## config.mk

```make
export PLATFORM = sky130hd
export DESIGN_NAME = adc_err_encoder_flat
export DESIGN_NICKNAME = d
export VERILOG_FILES = /design/src/rtl/adc_err_encoder_pkg.sv /design/src/rtl/adc_err_encoder_if.sv /design/src/rtl/adc_err_sat.sv /design/src/rtl/adc_err_encoder.sv /design/src/flat_wrapper.sv
export SDC_FILE = /design/constraint.sdc
export NUM_CORES = 1
export LEC_CHECK = 0
export ABC_AREA = 1
export CORE_ASPECT_RATIO = 1.1
export CORE_MARGIN = 8
export CORE_UTILIZATION = 54
export CTS_BUF_LIST = sky130_fd_sc_hd__clkbuf_16
export CTS_CLUSTER_DIAMETER = 50
export CTS_CLUSTER_SIZE = 8
export DETAILED_ROUTE_END_ITERATION = 10
export PLACE_DENSITY_LB_ADDON = 0.1
export SLEW_MARGIN = 25
export SYNTH_ARGS = -nofsm -noshare
export SYNTH_HDL_FRONTEND = slang
export SYNTH_SLANG_ARGS = --single-unit
```

## constraint.sdc

```tcl
create_clock -name clk -period 5.5 [get_ports clk]
set_input_delay 1.1 -clock clk [delete_from_list [all_inputs] [get_ports clk]]
set_output_delay 1.1 -clock clk [all_outputs]
set_load 0.02 [all_outputs]
```

## src/rtl/adc_err_encoder_pkg.sv

```systemverilog
// Shared types and helpers for the ADC sampling front-end.
package adc_enc_pkg;

  localparam int unsigned AdcWDef = 8;
  localparam int unsigned ErrWDef = 5;

  typedef enum logic [2:0] {
    StIdle,
    StWaitHi,
    StWaitLo,
    StRead,
    StCalc
  } state_e;

  // Clamp a signed difference into the two's complement range of err_w bits.
  function automatic int sat_err(input int diff, input int unsigned err_w);
    int hi;
    int lo;
    hi = (1 << (err_w - 1)) - 1;
    lo = -hi - 1;
    if (diff > hi) begin
      return hi;
    end else if (diff < lo) begin
      return lo;
    end
    return diff;
  endfunction

endpackage

```

## src/rtl/adc_err_encoder_if.sv

```systemverilog
// Parallel ADC handshake: BUSY in, CS#/RD# out, data bus in.
interface adc_err_encoder_if #(
  parameter int unsigned ADC_W = adc_enc_pkg::AdcWDef
);
  logic             adc_busy;
  logic [ADC_W-1:0] adc_data;
  logic             adc_cs_bar;
  logic             adc_rd_bar;

  modport master (
    output adc_cs_bar,
    output adc_rd_bar,
    input  adc_busy,
    input  adc_data
  );

  modport slave (
    input  adc_cs_bar,
    input  adc_rd_bar,
    output adc_busy,
    output adc_data
  );
endinterface

```

## src/rtl/adc_err_sat.sv

```systemverilog
// Combinational setpoint error: vref - sample, clamped to ERR_W signed bits.
module adc_err_sat
  import adc_enc_pkg::*;
#(
  parameter int unsigned ADC_W = AdcWDef,
  parameter int unsigned ERR_W = ErrWDef
) (
  input  logic [ADC_W-1:0] vref,
  input  logic [ADC_W-1:0] sample,
  output logic [ERR_W-1:0] err
);

  logic signed [ADC_W:0] diff;
  int                    sat;

  always_comb begin
    diff = $signed({1'b0, vref}) - $signed({1'b0, sample});
    sat  = sat_err(int'(diff), ERR_W);
    err  = ERR_W'(sat);
  end

endmodule

```

## src/rtl/adc_err_encoder.sv

```systemverilog
// One ADC handshake per convst_bar falling edge; emits a saturated error held for the frame.
module adc_err_encoder
  import adc_enc_pkg::*;
#(
  parameter int unsigned ADC_W      = AdcWDef,
  parameter int unsigned ERR_W      = ErrWDef,
  parameter int unsigned RD_CYCLES  = 2,
  parameter int unsigned TMO_CYCLES = 16
) (
  input  logic                clk,
  input  logic                rst,
  input  logic                convst_bar,
  input  logic [ADC_W-1:0]    vref,
  adc_err_encoder_if.master   adc,
  output logic [ERR_W-1:0]    err,
  output logic                err_valid,
  output logic                tmo_flag
);

  localparam int unsigned TmrMax = (TMO_CYCLES > RD_CYCLES) ? TMO_CYCLES : RD_CYCLES;
  localparam int unsigned TmrW   = (TmrMax > 1) ? $clog2(TmrMax) : 1;
  localparam logic [TmrW-1:0] TmoLast = TmrW'(TMO_CYCLES - 1);
  localparam logic [TmrW-1:0] RdLast  = TmrW'(RD_CYCLES - 1);

  state_e            state_q, state_d;
  logic [TmrW-1:0]   tmr_q, tmr_d;
  logic              cv_q;
  logic              start;
  logic              capture;
  logic              tmo_set;
  logic [ADC_W-1:0]  sample_q;
  logic [ERR_W-1:0]  err_q;
  logic [ERR_W-1:0]  sat_out;
  logic              err_valid_q;
  logic              tmo_q;
  logic              cs_q;

  assign start = cv_q & ~convst_bar;

  always_comb begin
    state_d = state_q;
    tmr_d   = tmr_q + 1'b1;
    capture = 1'b0;
    tmo_set = 1'b0;
    case (state_q)
      StIdle: begin
        tmr_d = tmr_q;
        if (start) begin
          state_d = StWaitHi;
          tmr_d   = '0;
        end
      end
      StWaitHi: begin
        if (adc.adc_busy) begin
          state_d = StWaitLo;
          tmr_d   = '0;
        end else if (tmr_q == TmoLast) begin
          state_d = StIdle;
          tmo_set = 1'b1;
        end
      end
      StWaitLo: begin
        if (!adc.adc_busy) begin
          state_d = StRead;
          tmr_d   = '0;
        end else if (tmr_q == TmoLast) begin
          state_d = StIdle;
          tmo_set = 1'b1;
        end
      end
      StRead: begin
        if (tmr_q == RdLast) begin
          state_d = StCalc;
          capture = 1'b1;
        end
      end
      StCalc: begin
        tmr_d   = tmr_q;
        state_d = StIdle;
      end
      default: begin
        state_d = StIdle;
      end
    endcase
  end

  adc_err_sat #(
    .ADC_W (ADC_W),
    .ERR_W (ERR_W)
  ) u_sat (
    .vref   (vref),
    .sample (sample_q),
    .err    (sat_out)
  );

  always_ff @(posedge clk) begin
    if (!rst) begin
      state_q     <= StIdle;
      tmr_q       <= '0;
      cv_q        <= 1'b0;
      sample_q    <= '0;
      err_q       <= '0;
      err_valid_q <= 1'b0;
      tmo_q       <= 1'b0;
      cs_q        <= 1'b1;
    end else begin
      state_q     <= state_d;
      tmr_q       <= tmr_d;
      cv_q        <= convst_bar;
      err_valid_q <= (state_q == StCalc);
      // Strobes registered from next state so the ADC sees glitch-free CS#/RD#.
      cs_q        <= (state_d != StRead);
      if (capture) begin
        sample_q <= adc.adc_data;
      end
      if (state_q == StCalc) begin
        err_q <= sat_out;
      end
      if (tmo_set) begin
        tmo_q <= 1'b1;
      end
    end
  end

  assign adc.adc_cs_bar = cs_q;
  assign adc.adc_rd_bar = cs_q;
  assign err            = err_q;
  assign err_valid      = err_valid_q;
  assign tmo_flag       = tmo_q;

endmodule

```

## src/flat_wrapper.sv

```systemverilog
// flat-port wrapper written by rule: the top's interface ports become plain ports
module adc_err_encoder_flat import adc_enc_pkg::*;
#(
  parameter int unsigned ADC_W      = AdcWDef,
  parameter int unsigned ERR_W      = ErrWDef,
  parameter int unsigned RD_CYCLES  = 2,
  parameter int unsigned TMO_CYCLES = 16
)
  (clk, rst, convst_bar, vref, err, err_valid, tmo_flag, adc_adc_cs_bar, adc_adc_rd_bar, adc_adc_busy, adc_adc_data);
  adc_err_encoder_if #(.ADC_W(ADC_W)) adc_i ();
  input  logic clk;
  input  logic rst;
  input  logic convst_bar;
  input  logic [ADC_W-1:0] vref;
  output logic [ERR_W-1:0] err;
  output logic err_valid;
  output logic tmo_flag;
  output wire logic [$bits(adc_i.adc_cs_bar)-1:0] adc_adc_cs_bar;
  output wire logic [$bits(adc_i.adc_rd_bar)-1:0] adc_adc_rd_bar;
  input wire logic [$bits(adc_i.adc_busy)-1:0] adc_adc_busy;
  input wire logic [$bits(adc_i.adc_data)-1:0] adc_adc_data;
  assign adc_adc_cs_bar = adc_i.adc_cs_bar;
  assign adc_adc_rd_bar = adc_i.adc_rd_bar;
  assign adc_i.adc_busy = adc_adc_busy;
  assign adc_i.adc_data = adc_adc_data;
  adc_err_encoder #(.ADC_W(ADC_W), .ERR_W(ERR_W), .RD_CYCLES(RD_CYCLES), .TMO_CYCLES(TMO_CYCLES)) u_core (.clk(clk), .rst(rst), .convst_bar(convst_bar), .vref(vref), .adc(adc_i), .err(err), .err_valid(err_valid), .tmo_flag(tmo_flag));
endmodule
```

* Yosys cells after proc, flatten, opt, wreduce, memory -nomap -nowiden *
Cells that the tools add are included.

operators by class
  add/sub/neg operators = 2
  order comparisons = 2
  eq/ne operators = 8
  multiplexer cells = 21
  bitwise logic cells = 3
  reduce and logical (&&, ||, !) cells = 2

operator list
  operator                                                                         number
  4-bit one-hot mux with 4 select lines                                            1
  3-bit two-way mux                                                                5
  5-bit two-way mux                                                                3
  4-bit two-way mux                                                                3
  3-bit one-hot mux with 4 select lines                                            1
  9-bit by 5-bit greater-than comparator with 1-bit output, second input constant  1
  9-bit by 5-bit less-than comparator with 1-bit output, second input constant     1
  8-bit by 8-bit subtractor with 9-bit output                                      1
  1-bit two-way mux                                                                7
  3-bit by 2-bit equality test with 1-bit output, second input constant            2
  4-bit by 1-bit adder with 4-bit output, second input constant                    1
  4-bit by 1-bit equality test with 1-bit output, second input constant            1
  4-bit equality test, second input constant                                       1
  3-bit by 1-bit equality test with 1-bit output, second input constant            1
  3-bit equality test, second input constant                                       1
  3-bit logical NOT                                                                1
  3-bit by 2-bit != test with 1-bit output, second input constant                  1
  2-bit by 1-bit != test with 1-bit output, second input constant                  1
  1-bit inverter                                                                   2
  1-bit one-hot mux with 2 select lines                                            1
  2-bit AND reduction                                                              1
  1-bit bitwise AND                                                                1

storage, ports and cells
  register bits = 24
  input port bits = 20
  output and inout bits = 9
  logic and storage cells = 46

* Depth between registers and ports, before layout *
Gate-level depths: netlist of the first run.

  depth after elaboration = 5
  depth in mapped cells = 14
  gate-level depth less buffers = 14

* Cells and area by module *
From an unflattened synthesis of the first run, not the netlist that was laid out.

second synthesis, totals
  cells, all modules = 228
  area total of the unflattened synthesis = 1541.5 µm²

by module, submodules not included
  module           times used  cells each  area an instance (µm²)  sequential area each (µm²)
  adc_err_encoder  1           142         1032.2                  480.5
  adc_err_sat      1           86          509.2                   0.0

* Worst setup path before layout of the first run *
Ideal clock, no wire load.

  path kind = input -> register
  start point = input vref[0]
  end point = register u_core.err_q[0], in the netlist u_core.err[0]
  setup time = 0.121 ns
  arrival time = 2.514 ns
  data required time = 5.379 ns
  slack = 2.865 ns
  stages = 13
  path buffers = 0
  cells stage by stage = inv_1 ha_1 inv_1 fa_1 nand2_1 nand2_1 nand2_1 xor2_1 inv_1 nor2_1 nand2_1 a21oi_4 a21oi_1

between the ends
  cells in the longest elaborated chain, start to end = 5
  elaborated cells on any way between the ends = 7
  those cells by class = 1 x add/sub; 2 x order compare; 4 x mux

RTL lines
  item                                                   RTL line                   text
  start, declared                                        flat_wrapper.sv:14         input logic [ADC_W-1:0] vref;
  8-bit by 8-bit subtractor with 9-bit output (*)        adc_err_sat.sv:17          diff = $signed({1'b0, vref}) - $signed({1'b0, sample});
  9-bit by 5-bit less-than comparator with 1-bit output  adc_err_encoder_pkg.sv:23  end else if (diff < lo) begin
  1-bit two-way mux                                      adc_err_encoder_pkg.sv:23
  1-bit two-way mux                                      adc_err_encoder_pkg.sv:21  if (diff > hi) begin
  5-bit two-way mux (*)                                  adc_err_encoder_pkg.sv:26  return diff;
  end signal, assigned                                   adc_err_encoder.sv:117     err_q <= sat_out;
  end, declared                                          adc_err_encoder.sv:32      logic [ERR_W-1:0] err_q;

Every way passes the cells marked *; elsewhere a longest branch is shown, timed or not.
A chain may end at the register's enable or synchronous reset.

* Worst setup path after layout of the first run *
Same ends and word-level chain as after synthesis.

==> reports/qor.csv, run 1 <==
metric,value,unit
status,finished clean,
gp_congestion,0.829,
htreeDepth,1,
cellPowerDensity,228,nW/um^2
drc_errors,0,
cp_slowest_stage_delay,0.40,ns
wirelength,3260,microns
cp-end-kind,flip-flop,
yosys.cell_types.count,25,
max_freq,339,MHz
avgSynthCellArea,6.78,sq um
drt-initial-drc-count,51,
start_kind,input pin,
dr.pass1.iters,4,
reg2reg_from,u_core.sample_q[0],
hold_buffers,0,
hold_viol,0,
multi_input_area,787,sq um
cts.repair.resized,0,
async_flop_share,0,%
grt_overflow,0,
fillCellCount,219,
synthCells,211,
grt_pass1_vias,1391,
finalInstanceArea,1810,sq um
min_period,2.95,ns
start_util,56.8,%
drive_above_1_share,3.33,%
die-area,4550,sq um
critPathBufInv,4,
r2r_setup_slack,3.49,ns
arrival,3.09,ns
antenna_found_initial,0,
cts_buffers,3,
yosys-top-cells-area,"dfxtp_1, nand2_1, inv_1, ha_1, a21oi_1",
grt_pass1_wl,5690,microns
fin_crit_sh,53.7,%
tns,0,ns
register_area,480,sq um
synth_edf_count,0,
nNetsFinal,273,
ys_ff_latch,24,
ant_nets,0,
grtUsageTotal,15.3,%
cts_setup_buffers,0,
crit_chain,clkdlybuf4s50_1 -> inv_1 -> ha_1 -> inv_1 -> fa_1 -> nand2_1 -> nand2_1 -> nand2_1 -> xor2_1 -> inv_1 -> nor2_1 -> nand2_1 -> a21oi_4 -> a21oi_1,
crit_end,u_core.err[0],
grt_max_degree,18,
ioPinCount,29,
avgRoutedWirePerCell,12.0,microns
ys.warnings.count,0,
peakVddDrop,0.198,mV
synth_top_flop_cell,dfxtp_1,
worst_pin_slew,0.530,ns
num_rows,19,
worstRegToRegCells,12,
critical_path.max_fanout,4,
clock-root-buffer,clkbuf_16,
dpl_cell_area,1730,sq um
vias,1369,
antenna_cells,0,
synth.top_cell.area_share,33.6,%
syn2layout_area_growth,26.7,%
startpoint,vref[0],
dieHeight,70.0,microns
die_width,65.1,microns
via_per_inst,5.05,
cts_sinks,24,
critPathKind,input pin to flip-flop,
power_leakage,0.810,nW
relSlewSlack,64.6,%
worstSkewPairLatency,0.26,ns
critical_path.top_delay_family,buffers and inverters,
core,2520,sq um
io_buffer_count,28,
mappedNetlistArea,1430,sq um
cp_slowest_cell,clkdlybuf4s50_1,
synth_top_area_cell,dfxtp_1,
rsz0062_at_grt,no,
min_path_type,flip-flop to flip-flop,
ys_seq_area_share,33.6,%
slew_viol_final,0,
reg2reg_to,u_core.err[0],
clockBufferDepth,2,
finalSetupViolCount,0,
cts_tree,yes,
mappedNetlistNets,243,
path_clk_slew,0.06,ns
cp.depth,14,
dp_hpwl,2610,microns
drv_cap,0,
required,5.64,ns
cpMostUsedCell,nand2_1,
clock_skew,0.00213,ns
cells in the final DEF (no fill, tap or decap), drive strengths merged:
| master | n |
|---|---|
| a211oi | 1 |
| clkdlybuf4s50 | 28 |
| fa | 1 |
| ha | 11 |
| clkbuf | 3 |
| nand3b | 1 |
| xor2 | 5 |
| clkinv | 1 |
| dfxtp | 24 |
| or2 | 2 |
| a221oi | 1 |
| o21ai | 17 |
| nor2 | 21 |
| nand2 | 52 |
| a21oi | 19 |
| inv | 39 |
| nor3 | 2 |
| a311oi | 1 |
| nand4 | 1 |
| nand3 | 10 |
worst reg2reg max path: stages, from the launching register on:
cell and delay, ns:
dfxtp_1 0.37, ha_1 0.16, inv_1 0.04, fa_1 0.39
nand2_1 0.08, nand2_1 0.06, nand2_1 0.07, xor2_1 0.19
inv_1 0.06, nor2_1 0.11, nand2_1 0.10, a21oi_4 0.16
a21oi_1 0.10
where the power goes:
group / total [mW] / switching, mW / internal (mW)
sequential: 0.182 / 0.00401 / 0.178
combinational: 0.0748 / 0.0408 / 0.0340
clock: 0.156 / 0.0593 / 0.0971
per-layer routing:
metal	vias to the layer above	part of all wire, %	GRT usage (%)
met5	-	0	0
met1	607	41	15.0
met2	31	52	27.9
met4	0	2.4	8.98
met3	7	3.9	3.67
li1	724	-	-
Yosys cell counts, types with 2 or more instances:
cell	n
nand3_1	10
nand2_1	50
xor2_1	5
nor2_1	21
a21oi_1	17
dfxtp_1	24
inv_1	39
nor3_1	2
ha_1	11
o21ai_0	16
nand2_2	2
layout make-up:
| type | count | share of cell area [%] |
|---|---|---|
| clock buffers | 3 | 4.14 |
| flip-flops and latches | 24 | 26.5 |
| inverters | 39 | 8.08 |
| clock inverters | 1 | 0.207 |
| well taps | 31 | 2.14 |
| multi-input cells | 145 | 43.4 |
| repair buffers | 28 | 15.5 |
sequential cells by signal, summed over array words and instances (netlist names):
register and flops:
u_core.err 5, u_core.err_valid 1, u_core.state_q 3, u_core.tmo_flag 1
u_core.adc.adc_cs_bar 1, u_core.cv_q 1, u_core.sample_q 8, u_core.tmr_q 4
cell families after synthesis:
kind of cell | count (synthesis) | share of synthesized area, %
AO/OA/AOI/OAI | 39 | 15.4
XOR/XNOR | 5 | 3.06
adder cells (fa/ha/maj) | 12 | 11.0
buffers and inverters | 42 | 11.4
flip-flops | 24 | 33.6
AND/OR/NAND/NOR | 89 | 25.5
worst min path at each step:
stage / slack [ns] / depth (start not counted) / start / end
3_3_place_gp: 0.45 / 2 / u_core.sample_q[6] / u_core.sample_q[6]
4_1_cts: 0.46 / 2 / u_core.sample_q[2] / u_core.sample_q[2]
5_1_grt: 0.49 / 2 / u_core.sample_q[3] / u_core.sample_q[3]
6_report: 0.47 / 2 / u_core.sample_q[2] / u_core.sample_q[2]
3_5_place_dp: 0.45 / 2 / u_core.sample_q[2] / u_core.sample_q[2]
2_1_floorplan: 0.43 / 2 / u_core.sample_q[2] / u_core.sample_q[2]
stage by stage:
| step | util [%] | hold slack (ns) | setup slack [ns] | power (mW) | cells |
|---|---|---|---|---|---|
| after floorplan | - | 0.433 | 2.86 | 0.234 | 211 |
| after global placement | 68.8 | 0.446 | 2.35 | 0.257 | 267 |
| after detailed placement | 68.8 | 0.455 | 2.27 | 0.260 | 267 |
| after CTS | 71.9 | 0.464 | 2.53 | 0.418 | 271 |
| after global routing | 71.9 | 0.493 | 2.32 | 0.437 | 271 |
| final | 71.9 | 0.465 | 2.55 | 0.414 | 271 |
Note: power is estimated with default switching activity, not from simulation.
==> run 2, diff against run 1 <==
--- a/config.mk
+++ b/config.mk
@@ -8,7 +8,7 @@
 export ABC_AREA = 1
 export CORE_ASPECT_RATIO = 1.1
 export CORE_MARGIN = 8
-export CORE_UTILIZATION = 54
+export CORE_UTILIZATION = 46
 export CTS_BUF_LIST = sky130_fd_sc_hd__clkbuf_16
 export CTS_CLUSTER_DIAMETER = 50
 export CTS_CLUSTER_SIZE = 8
==> constraint.sdc (replaced) <==
create_clock -name clk -period 2.6 [get_ports clk]
set_input_delay 0.52 -clock clk [delete_from_list [all_inputs] [get_ports clk]]
set_output_delay 0.52 -clock clk [all_outputs]
set_load 0.02 [all_outputs]
==> reports/qor.csv, run 2 (synthesized netlist as in run 1, its figures left out) <==
metric,value,unit,change
status,finished clean,,unchanged
htreeDepth,1,,unchanged
fin_util,61.1,%,was 71.9%
arrival,2.49,ns,was 3.09 ns
r2r_setup_slack,0.60,ns,was 3.49 ns
cts_tree,yes,,unchanged
power_leakage,0.820,nW,was 0.810 nW
ant_nets,0,,unchanged
hold_buffers,0,,unchanged
min_path_type,flip-flop to flip-flop,,unchanged
cts_setup_buffers,0,,unchanged
peakVddDrop,0.442,mV,was 0.198 mV
finalNonFillerCells,276,,was 271
slew_viol_final,0,,unchanged
die-area,5150,sq um,was 4550 sq um
cts_buffers,3,,unchanged
core,3000,sq um,was 2520 sq um
grt_max_degree,17,,was 18
cts.repair.resized,0,,unchanged
p_total,0.874,mW,was 0.414 mW
max_freq,426,MHz,
drc_errors,0,,unchanged
register_area,480,sq um,unchanged
multi_input_area,787,sq um,unchanged
antenna_cells,0,,unchanged
finalSetupViolCount,0,,unchanged
vias,1336,,was 1369
gp_congestion,0.808,,was 0.829
avgRoutedWirePerCell,11.0,microns,was 12.0 microns
final_cell_mix,"nand2_1, inv_1, clkdlybuf4s50_1, dfxtp_1, nor2_1",,unchanged
start_util,47.7,%,was 56.8%
cts_sinks,24,,unchanged
nNetsFinal,275,,was 273
rsz0062_at_grt,no,,unchanged
layout_commonest_cell,nand2_1,,unchanged
critPathKind,input pin to flip-flop,,unchanged
largest_reg_flops,8,,unchanged
drive_above_1_share,4.13,%,was 3.33%
clock-root-buffer,clkbuf_16,,unchanged
dieHeight,74.5,microns,was 70.0 microns
required,2.74,ns,was 5.64 ns
pre_cts_slack,-0.00236,ns,was 2.27 ns
grt_pass1_vias,1283,,was 1391
fillCellCount,278,,was 219
via_per_inst,4.84,,was 5.05
grt_overflow,0,,unchanged
fin_ws,0.250,ns,was 2.55 ns
timing.hold.ws,0.457,ns,was 0.465 ns
dr.pass1.iters,4,,unchanged
drv_cap,0,,unchanged
antenna_found_initial,0,,unchanged
critical_path.max_fanout,4,,unchanged
clock_skew,0.00299,ns,was 0.00213 ns
worstSkewPairLatency,0.25,ns,was 0.26 ns
grtUsageTotal,11.9,%,was 15.3%
num_rows,21,,was 19
min_period,2.35,ns,
ioPinCount,29,,unchanged
grt_pass1_wl,5220,microns,was 5690 microns
die_width,69.2,microns,was 65.1 microns
finalInstanceArea,1830,sq um,was 1810 sq um
dp_hpwl,2470,microns,was 2610 microns
io_buffer_count,28,,unchanged
tns,0,ns,unchanged
drt-initial-drc-count,52,,was 51
relSlewSlack,69.3,%,was 64.6%
cellPowerDensity,477,nW/um^2,was 228 nW/um^2
fin_crit_sh,90.4,%,
clockBufferDepth,2,,unchanged
syn2layout_area_growth,28.0,%,was 26.7%
worst_pin_slew,0.456,ns,was 0.530 ns
hold_viol,0,,unchanged
dpl_cell_area,1750,sq um,was 1730 sq um
dp.cells,272,,was 267
path_clk_slew,0.06,ns,about the same
start_kind,input pin,,unchanged
regMostFlops,u_core.sample_q,,unchanged
cp-end-kind,flip-flop,,unchanged
wirelength,3040,microns,was 3260 microns
[run 2: cell types whose count changed in the layout (fill, tap and decap cells not counted)]
| cell | delta |
|---|---|
| buf_4 | +2 |
[run 2: power breakdown]
part           leakage (nW)  switching [mW]  total [mW]  internal [mW]
Combinational         0.588          0.0855       0.162         0.0762
Sequential            0.194         0.00830       0.386          0.378
Clock                0.0385           0.121       0.326          0.205
[run 2: worst max-delay path, stage by stage]
cell and delay, ns:
clkdlybuf4s50_1 0.40, inv_1 0.07, ha_1 0.14, inv_1 0.05, fa_1 0.40, nand2_1 0.09
nand2_1 0.06, nand2_1 0.08, xor2_1 0.18, inv_1 0.06, nor2_1 0.09, nand2_1 0.09
a21oi_4 0.16, a21oi_1 0.09
[run 2: final cells by class]
cell class	instances	share of cell area (%)
inverter	39	8.00
sequential	24	26.2
clock inverter	1	0.205
tap	34	2.32
multi-input combinational	145	43.0
clock buffer	3	4.10
timing repair buffer	30	16.1
[run 2: layer usage]
layer / up-vias / track usage [%] / routed length (microns)
li1: 726 / - / -
met1: 597 / 12.6 / 1400
met2: 9 / 23.2 / 1550
met3: 4 / 2.00 / 60
met4: 0 / 4.10 / 34
met5: - / 0 / 0
[run 2: path summary, 6_finish.rpt]
kind	start	end	cells after the start
setup reg to reg	u_core.sample_q[0]	u_core.err[1]	12
hold / removal	u_core.sample_q[6]	u_core.sample_q[6]	2
hold reg to reg	u_core.sample_q[6]	u_core.sample_q[6]	2
setup / recovery	vref[0]	u_core.err[1]	14
